### src/rtl/lc3_mem_ctrl.sv
// LC-3 memory controller: MAR/MDR front end for the control FSM, a variable-latency
// RAM port, and the memory-mapped keyboard, display and machine-control registers.
module lc3_mem_ctrl (
  input  logic        clk,
  input  logic        rst,
  input  logic        ldMAR,
  input  logic [15:0] addr_in,
  input  logic        memWE,
  input  logic [15:0] wdata,
  output logic        memRDY,
  output logic [15:0] rdata,
  output logic        mem_req,
  output logic        mem_we,
  output logic [15:0] mem_addr,
  output logic [15:0] mem_wdata,
  input  logic        mem_ack,
  input  logic [15:0] mem_rdata,
  input  logic        kbd_valid,
  input  logic [7:0]  kbd_data,
  input  logic        dsp_ready,
  output logic        dsp_valid,
  output logic [7:0]  dsp_data,
  output logic        run
);

  localparam logic [15:0] ADDR_KBSR = 16'hFE00;
  localparam logic [15:0] ADDR_KBDR = 16'hFE02;
  localparam logic [15:0] ADDR_DSR  = 16'hFE04;
  localparam logic [15:0] ADDR_DDR  = 16'hFE06;
  localparam logic [15:0] ADDR_MCR  = 16'hFFFE;

  typedef enum logic [2:0] {
    IDLE, RAM_RD, RAM_WR, IO_RD, IO_WR, DONE
  } state_t;

  state_t      state_q, state_d;
  logic [15:0] mar_q, mar_d;
  logic [15:0] acc_addr_q, acc_addr_d;
  logic [15:0] wdata_q, wdata_d;
  logic [15:0] rdata_q, rdata_d;
  logic        rd_pend_q, rd_pend_d;
  logic        kbd_ready_q, kbd_ready_d;
  logic [7:0]  kbd_char_q, kbd_char_d;
  logic        dsp_rdy_q, dsp_rdy_d;
  logic        run_q, run_d;

  logic        busy;
  logic        fin;
  logic        pend;
  logic        kbdr_clr;
  logic        ddr_wr;
  logic [15:0] io_val;

  function automatic logic is_io(input logic [15:0] a);
    return (a == ADDR_KBSR) || (a == ADDR_KBDR) || (a == ADDR_DSR) ||
           (a == ADDR_DDR)  || (a == ADDR_MCR);
  endfunction

  always_comb begin
    state_d     = state_q;
    mar_d       = mar_q;
    acc_addr_d  = acc_addr_q;
    wdata_d     = wdata_q;
    rdata_d     = rdata_q;
    rd_pend_d   = rd_pend_q;
    kbd_ready_d = kbd_ready_q;
    kbd_char_d  = kbd_char_q;
    dsp_rdy_d   = dsp_rdy_q;
    run_d       = run_q;
    kbdr_clr    = 1'b0;
    fin         = 1'b0;
    pend        = rd_pend_q | ldMAR;
    busy        = (state_q != IDLE) && (state_q != DONE);
    ddr_wr      = (state_q == IO_WR) && (acc_addr_q == ADDR_DDR);

    case (acc_addr_q)
      ADDR_KBSR: io_val = {kbd_ready_q, 15'b0};
      ADDR_KBDR: io_val = {8'b0, kbd_char_q};
      ADDR_DSR:  io_val = {dsp_rdy_q, 15'b0};
      ADDR_MCR:  io_val = {run_q, 15'b0};
      default:   io_val = 16'h0000;
    endcase

    case (state_q)
      RAM_RD, RAM_WR: fin = mem_ack;
      IO_RD, IO_WR:   fin = 1'b1;
      default:        fin = 1'b0;
    endcase

    if (!busy) begin
      state_d = IDLE;
      // A write always targets the MAR as it stood before this edge.
      if (memWE) begin
        wdata_d    = wdata;
        acc_addr_d = mar_q;
        state_d    = is_io(mar_q) ? IO_WR : RAM_WR;
        if (ldMAR) begin
          mar_d     = addr_in;
          rd_pend_d = 1'b1;
        end
      end else if (ldMAR) begin
        mar_d      = addr_in;
        acc_addr_d = addr_in;
        state_d    = is_io(addr_in) ? IO_RD : RAM_RD;
      end
    end else begin
      if (ldMAR) mar_d = addr_in;
      if (fin) begin
        rd_pend_d = 1'b0;
        if (pend) begin
          // Superseded access: drop its data and chain straight into the new read.
          acc_addr_d = mar_d;
          state_d    = is_io(mar_d) ? IO_RD : RAM_RD;
        end else begin
          state_d = DONE;
          if (state_q == RAM_RD) rdata_d = mem_rdata;
          if (state_q == IO_RD) begin
            rdata_d  = io_val;
            kbdr_clr = (acc_addr_q == ADDR_KBDR);
          end
        end
        if ((state_q == IO_WR) && (acc_addr_q == ADDR_MCR)) run_d = wdata_q[15];
      end else begin
        rd_pend_d = pend;
      end
    end

    if (kbdr_clr) kbd_ready_d = 1'b0;
    if (kbd_valid) begin
      kbd_ready_d = 1'b1;
      kbd_char_d  = kbd_data;
    end

    if (ddr_wr) dsp_rdy_d = 1'b0;
    else if (dsp_ready) dsp_rdy_d = 1'b1;
  end

  always_ff @(posedge clk or posedge rst) begin
    if (rst) begin
      state_q     <= IDLE;
      mar_q       <= 16'h0000;
      acc_addr_q  <= 16'h0000;
      wdata_q     <= 16'h0000;
      rdata_q     <= 16'h0000;
      rd_pend_q   <= 1'b0;
      kbd_ready_q <= 1'b0;
      kbd_char_q  <= 8'h00;
      dsp_rdy_q   <= 1'b1;
      run_q       <= 1'b1;
    end else begin
      state_q     <= state_d;
      mar_q       <= mar_d;
      acc_addr_q  <= acc_addr_d;
      wdata_q     <= wdata_d;
      rdata_q     <= rdata_d;
      rd_pend_q   <= rd_pend_d;
      kbd_ready_q <= kbd_ready_d;
      kbd_char_q  <= kbd_char_d;
      dsp_rdy_q   <= dsp_rdy_d;
      run_q       <= run_d;
    end
  end

  assign memRDY    = (state_q == IDLE) || (state_q == DONE);
  assign rdata     = rdata_q;
  assign mem_req   = (state_q == RAM_RD) || (state_q == RAM_WR);
  assign mem_we    = (state_q == RAM_WR);
  assign mem_addr  = acc_addr_q;
  assign mem_wdata = wdata_q;
  assign dsp_valid = ddr_wr;
  assign dsp_data  = wdata_q[7:0];
  assign run       = run_q;

endmodule

### config.mk
export PLATFORM = sky130hd
export DESIGN_NAME = lc3_mem_ctrl
export DESIGN_NICKNAME = d
export VERILOG_FILES = /design/src/rtl/lc3_mem_ctrl.sv
export SDC_FILE = /design/constraint.sdc
export NUM_CORES = 1
export LEC_CHECK = 0
export BUFFER_PORTS_ARGS = -buffer_cell sky130_fd_sc_hd__buf_4
export CORE_UTILIZATION = 50
export DETAILED_ROUTE_END_ITERATION = 10
export PLACE_DENSITY = 0.79
export SYNTH_ARGS = -nofsm -noshare
export SYNTH_HDL_FRONTEND = slang
export SYNTH_SLANG_ARGS = --single-unit
export TNS_END_PERCENT = 20
### constraint.sdc
create_clock -name clk -period 2.9 [get_ports clk]
set_clock_uncertainty 0.05 [all_clocks]
set_input_delay 0.29 -clock clk [delete_from_list [all_inputs] [get_ports clk]]
set_output_delay 0.29 -clock clk [all_outputs]
set_load 0.05 [all_outputs]
==> out/qor.yml, run 1 <==
diodes: 0
area_growth_pct: 31.0
period_share_pct: 77.5
vias: 2871
core_um2: 7330
netlist_area_um2: 3810
drt-total-wl_um: 8630
power_switching_mw: 3.20
fmax_ghz: 0.445
die_h_um: 89.3
async_flop_share_pct: 100
routedWlPerCell_um: 16.4
cts_sinks: 79
yosys_register_bits: 79
seqCellArea_um2: 1980
crit_chain: "xnor2_4 -> and2b_4 -> o21a_1 -> buf_4 -> mux2_2 -> mux2_2"
ys_warn_count: 0
rsz0062_at_grt: "no"
nets: 485
critical_path_class: "flip-flop to flip-flop"
reg2reg_depth: 6
crit_top_cell: "mux2_2"
rows: 31
synth_area_per_cell_um2: 12.6
synth.distinct_cells: 43
clkPwrFrac_pct: 13.7
p_sw_share_pct: 47.4
track_usage_pct: 22.3
arrival_ns: 2.44
ios: 124
multi_input_area_um2: 1670
cts_resized: 0
cts.clk_slew.worst_paths_ns: 0.08
synth_edf_count: 0
fillerInstances: 571
final_max_slew_viol_count: 0
cts_max_level: 3
power.internal_mw: 3.55
grt_antenna_before_repair: 0
critical_path.top_delay_family: "multiplexers"
power_mw: 6.75
root_buffer: "clkbuf_8"
cp_max_fo: 16
syn_nets: 366
cts.path.max_buffers: 2
drt-vias-per-instance: 5.46
setup_viol: 0
overflow: 0
seq_area_frac_synth_pct: 51.9
drtPass1Iterations: 4
place_congestion: 0.868
worstSetupPathDepth: 6
grt_start_max_net_pins: 56
maxCapViolCount: 0
ant_nets: 0
hold_buffers: 0
die-area_um2: 7980
first_global_vias: 2828
hold_class: "input port to asynchronous set/reset pin"
layout-drive-gt1-share_pct: 54.6
fin_crit_ns: 2.25
p_leak_nw: 2.30
grt_pass1_wl_um: 13300
p_seq_share_pct: 27.8
cp.buffers_inverters: 1
ir_drop_mv: 0.574
cts_tree: "yes"
status: "complete, no violations"
drc_errors: 0
cp.required_ns: 3.09
fin_setup_tns_ns: 0
hold_viol_final: 0
dp_hpwl_um: 6360
drt_iter0_markers: 190
synth_ff_type: "dfrtp_1"
post_cts_buffers: 0
cp_slowest_cell: "dfrtp_1"
slowest_delay_ns: 0.58
port_buffers: 123
crit_path_end_kind: "flip-flop"
clock_latency_ns: 0.35
cts_buffers: 9
synth_cells: 303
whs_ns: 0.0578
fp.dieW_um: 89.3
worstSetupStartpointType: "flip-flop"
slew_headroom_pct: 37.9
start_util_pct: 52.0
p_comb_share_pct: 58.5
worst_pin_slew_ns: 0.931
power.density_nw_per_um2: 1350
-- synth_stat cells (2+ instances only) --
cell type,number,share of area (%)
nor2_1,32,3.2
a21o_1,2,0.39
or4_1,3,0.59
mux2_4,20,7.9
nor3_1,7,0.92
nor4_1,3,0.49
nand4_1,9,1.5
mux2_2,53,16
a221oi_1,8,1.8
buf_6,5,1.5
nand3_1,8,1.1
nand2_1,17,1.7
nor2b_1,2,0.33
clkbuf_1,8,0.79
nor3b_1,2,0.39
buf_2,2,0.26
nand4b_1,3,0.69
buf_4,9,1.8
dfstp_2,2,1.4
o21ai_0,2,0.26
a21oi_1,5,0.66
dfrtp_1,77,51
nand3b_1,2,0.39
o21a_1,3,0.59
-- per-layer routing --
| metal | part of all wire (%) | vias up | track usage, % |
|---|---|---|---|
| met4 | 1.8 | 0 | 10.5 |
| met1 | 42 | 1418 | 28.3 |
| met3 | 6.0 | 15 | 4.25 |
| met5 | 0 | - | 0 |
| li1 | - | 1331 | - |
| met2 | 50 | 107 | 37.0 |
-- cells in the final DEF, fill, tap and decap left out, types with 5 or more instances in the layout --
cell / synthesis / final
buf_4: 9 / 132
dfrtp_1: 77 / 77
mux2_2: 53 / 53
nor2_1: 32 / 32
mux2_4: 20 / 20
nand2_1: 17 / 17
nand4_1: 9 / 9
clkbuf_8: 0 / 9
nand3_1: 8 / 8
a221oi_1: 8 / 8
nor3_1: 7 / 7
a21oi_1: 5 / 5
-- sequential cells by signal, indices dropped and copies added (netlist names) --
| register | cells |
|---|---|
| state_q | 3 |
| rd_pend_q | 1 |
| kbd_char_q | 8 |
| mem_wdata | 16 |
| mem_addr | 16 |
| dsp_rdy_q | 1 |
| kbd_ready_q | 1 |
| run | 1 |
| mar_q | 16 |
| rdata | 16 |
-- final timing paths --
check | startpoint | end | slack [ns]
worst min register to register | rdata[10]$_DFFE_PP0P_ | rdata[10]$_DFFE_PP0P_ | 0.43
min in group clk | mem_rdata[9] | rdata[9]$_DFFE_PP0P_ | 0.09
worst min-delay path | rst | mem_wdata[0]$_DFFE_PP0P_ | 0.06
max in group asynchronous | rst | rdata[14]$_DFFE_PP0P_ | 1.99
worst max register to register | state_q[2]$_DFFE_PP0P_ | mem_addr[10]$_DFFE_PP0P_ | 0.65
worst max-delay path | state_q[2]$_DFFE_PP0P_ | mem_addr[10]$_DFFE_PP0P_ | 0.65
-- metrics by stage --
step | std cells | area, um^2 | setup slack [ns] | utilization [%]
floorplan | 303 | 3810 | 0.540 | -
global placement | 510 | 4760 | 0.746 | 65.0
global route | 526 | 4990 | 0.507 | 68.1
finish | 526 | 4990 | 0.652 | 68.1
CTS | 526 | 4990 | 0.638 | 68.1
detailed placement | 510 | 4760 | 0.672 | 65.0
-- cells by family (layout without fill, tap and decap cells) --
family | Yosys count | in the layout | share of synthesized area (%)
mux | 74 | 74 | 23.8
compound gates | 28 | 28 | 5.87
xor+xnor | 2 | 2 | 0.952
simple gates | 95 | 95 | 13.1
buf+inv | 25 | 149 | 4.40
flops | 79 | 79 | 51.9
-- power by group through the flow --
stage | combinational (mW) | clock, mW | sequential, mW
2_1_floorplan | 1.99 | 0 | 2.95
3_3_place_gp | 3.89 | 0 | 1.87
5_1_grt | 4.18 | 0.982 | 1.94
4_1_cts | 3.97 | 0.947 | 1.88
6_report | 3.95 | 0.923 | 1.88
3_5_place_dp | 3.97 | 0 | 1.90
-- worst register-to-register path, stage by stage (launching register included) --
cell and delay [ns]:
dfrtp_1 0.58, xnor2_4 0.17, and2b_4 0.27, o21a_1 0.14
buf_4 0.27, mux2_2 0.38, mux2_2 0.27
-- cell type report --
class | count | area share [%]
Sequential cell | 79 | 39.6
Timing Repair Buffer | 132 | 19.8
Multi-Input combinational cell | 199 | 33.4
Clock inverter | 7 | 2.10
Tap cell | 99 | 2.48
Inverter | 1 | 0.100
Clock buffer | 9 | 2.48
Power figures use the tool's default switching activity.
==> run 2: changes to the inputs <==
--- a/config.mk
+++ b/config.mk
@@ -6,9 +6,9 @@
 export NUM_CORES = 1
 export LEC_CHECK = 0
 export BUFFER_PORTS_ARGS = -buffer_cell sky130_fd_sc_hd__buf_4
-export CORE_UTILIZATION = 50
+export CORE_UTILIZATION = 46
 export DETAILED_ROUTE_END_ITERATION = 10
-export PLACE_DENSITY = 0.79
+export PLACE_DENSITY = 0.76
 export SYNTH_ARGS = -nofsm -noshare
 export SYNTH_HDL_FRONTEND = slang
 export SYNTH_SLANG_ARGS = --single-unit
==> constraint.sdc (replaced) <==
create_clock -name clk -period 1.9 [get_ports clk]
set_clock_uncertainty 0.05 [all_clocks]
set_input_delay 0.19 -clock clk [delete_from_list [all_inputs] [get_ports clk]]
set_output_delay 0.19 -clock clk [all_outputs]
set_load 0.05 [all_outputs]
==> run 2 against run 1 <==
Setup slack worse by 0.70 ns. Flip-flop and latch count did not move. Sequential power grew 52%. The run now ends with negative setup slack left. Total power grew 66%. Utilization increased by 0.46 points. Count of clock-buffer cells in the layout up 1. Critical path depth is the same. Routed wire length increased by 5.8%. Clock power up 53%. Critical endpoint is now mem_addr[11]$_DFFE_PP0P_. Critical path type unchanged.
==> out/qor.yml, run 2 (synthesis gave the netlist of run 1 again) <==
track_usage_pct: 21.6
fmax_ghz: 0.512
maxCapViolCount: 0
layout-drive-gt1-share_pct: 59.7
rr_startpoint: "state_q[2]$_DFFE_PP0P_"
final_max_slew_viol_count: 0
drtPass1Iterations: 4
crit_path_end_kind: "flip-flop"
critical_path_class: "flip-flop to flip-flop"
fin_setup_tns_ns: -0.482
power.density_nw_per_um2: 2070
cp_max_fo: 8
regToRegEndpoint: "mem_addr[11]$_DFFE_PP0P_"
cts.clk_slew.worst_paths_ns: 0.09
nets: 512
rrSetupSlack_ns: -0.05
drc_errors: 0
p_leak_nw: 2.54
grt_pass1_wl_um: 14500
met3_usage_pct: 3.58
fp.dieW_um: 93.0
post-route-util_pct: 68.6
die-area_um2: 8660
die_h_um: 93.0
first_global_vias: 2980
overflow: 0
grt_util_met1_pct: 28.1
hold_viol_final: 0
ir_drop_mv: 1.27
worst_pin_slew_ns: 0.520
slew_headroom_pct: 65.3
arrival_ns: 2.13
setup_slack_ns: -0.0513
area_growth_pct: 41.9
min_to: "mem_wdata[5]$_DFFE_PP0P_"
placed_area_um2: 4950
drt-vias-per-instance: 5.33
gr-max-usage-layer: "met2"
cts_sinks: 79
ant_nets: 0
drt-total-wl_um: 9140
hold_class: "input port to flip-flop"
status: "finished, violations left"
drt_iter0_markers: 90
port_buffers: 123
final_cell_mix: "buf_4 (146), dfrtp_1 (74), mux2_2 (41), mux2_4 (32), nor2_1 (31)"
routedWlPerCell_um: 16.4
ios: 124
dp_hpwl_um: 6480
worstSetupStartpointType: "flip-flop"
grt_start_max_net_pins: 39
violations: "negative setup slack"
core_um2: 7890
grtUsageMet2_pct: 37.0
diodes: 0
cp.required_ns: 2.08
cts.path.max_buffers: 2
reg2reg_depth: 6
holdPathStages: 2
cts_buffers: 9
cts_max_level: 3
place_congestion: 0.830
period_share_pct: 103
fin_area_um2: 5410
rows: 32
fin_crit_ns: 1.95
worstHoldStart: "wdata[5]"
grt_antenna_before_repair: 0
setup_viol: 17
vias: 2965
rsz0062_at_grt: "yes"
root_buffer: "clkbuf_8"
start_util_pct: 48.3
cts_tree: "yes"
clock_latency_ns: 0.34
final_common_cell: "buf_4"
run 2: cell count changes in the layout (fill, tap and decap cells not counted), moves of 3 or more:
cell	change
dfrtp_1	-3
dfrtp_2	+3
buf_6	+10
mux2_4	+12
mux2_2	-12
buf_4	+14
run 2: power by group:
group	internal [mW]	switching (mW)
sequential	2.32	0.528
combinational	2.98	3.96
clock	0.782	0.632
run 2: critical path, stage by stage (launching register included):
cell and delay (ns):
dfrtp_2 0.45, xnor2_4 0.18, and2b_4 0.20, o21a_1 0.19, buf_6 0.18, mux2_4 0.32
mux2_4 0.26
run 2: per-layer routing:
metal	up-vias	part of all wire, %
li1	1383	-
met1	1477	43
met2	95	51
met3	10	4.8
met4	0	1.1
met5	-	0
run 2: final cells by class:
cell class,instances,area (um^2)
Tap cell,102,128
Inverter,1,7.51
Multi-Input combinational cell,199,1800
Sequential cell,79,1980
Fill cell,567,2480
Clock buffer,10,138
Timing Repair Buffer,159,1260
Clock inverter,6,92.6
run 2: repair_timing:
item,in CTS,in global routing
hold endpoints to repair,20,0
hold buffers,1,0
endpoints found under the setup margin,18,30
pin swaps,3,5
setup buffers,9,0
cloned,1,0
gates resized for setup,24,17
run 2: worst max path at each step:
stage	endpoint	slack (ns)	cells past startpoint	startpoint
4_1_cts	mem_addr[12]$_DFFE_PP0P_	-0.03	6	state_q[0]$_DFFE_PP0P_
3_3_place_gp	mem_addr[13]$_DFFE_PP0P_	-0.04	7	state_q[0]$_DFFE_PP0P_
2_1_floorplan	mem_addr[2]$_DFFE_PP0P_	-0.24	8	state_q[2]$_DFFE_PP0P_
6_report	mem_addr[11]$_DFFE_PP0P_	-0.05	6	state_q[2]$_DFFE_PP0P_
3_5_place_dp	mem_addr[11]$_DFFE_PP0P_	-0.11	7	state_q[0]$_DFFE_PP0P_
5_1_grt	mem_addr[13]$_DFFE_PP0P_	-0.10	7	state_q[0]$_DFFE_PP0P_
run 2: stage by stage:
step                      power, mW  cells  hold slack (ns)  setup WS, ns
after global placement         9.19    532            0.193       -0.0379
after detailed placement       9.34    532            0.209        -0.111
final                          11.2    556           0.0178       -0.0513
after global routing           11.7    556          0.00913        -0.103
after floorplan                7.55    303            0.264        -0.236
after CTS                      11.3    558          0.00138       -0.0323
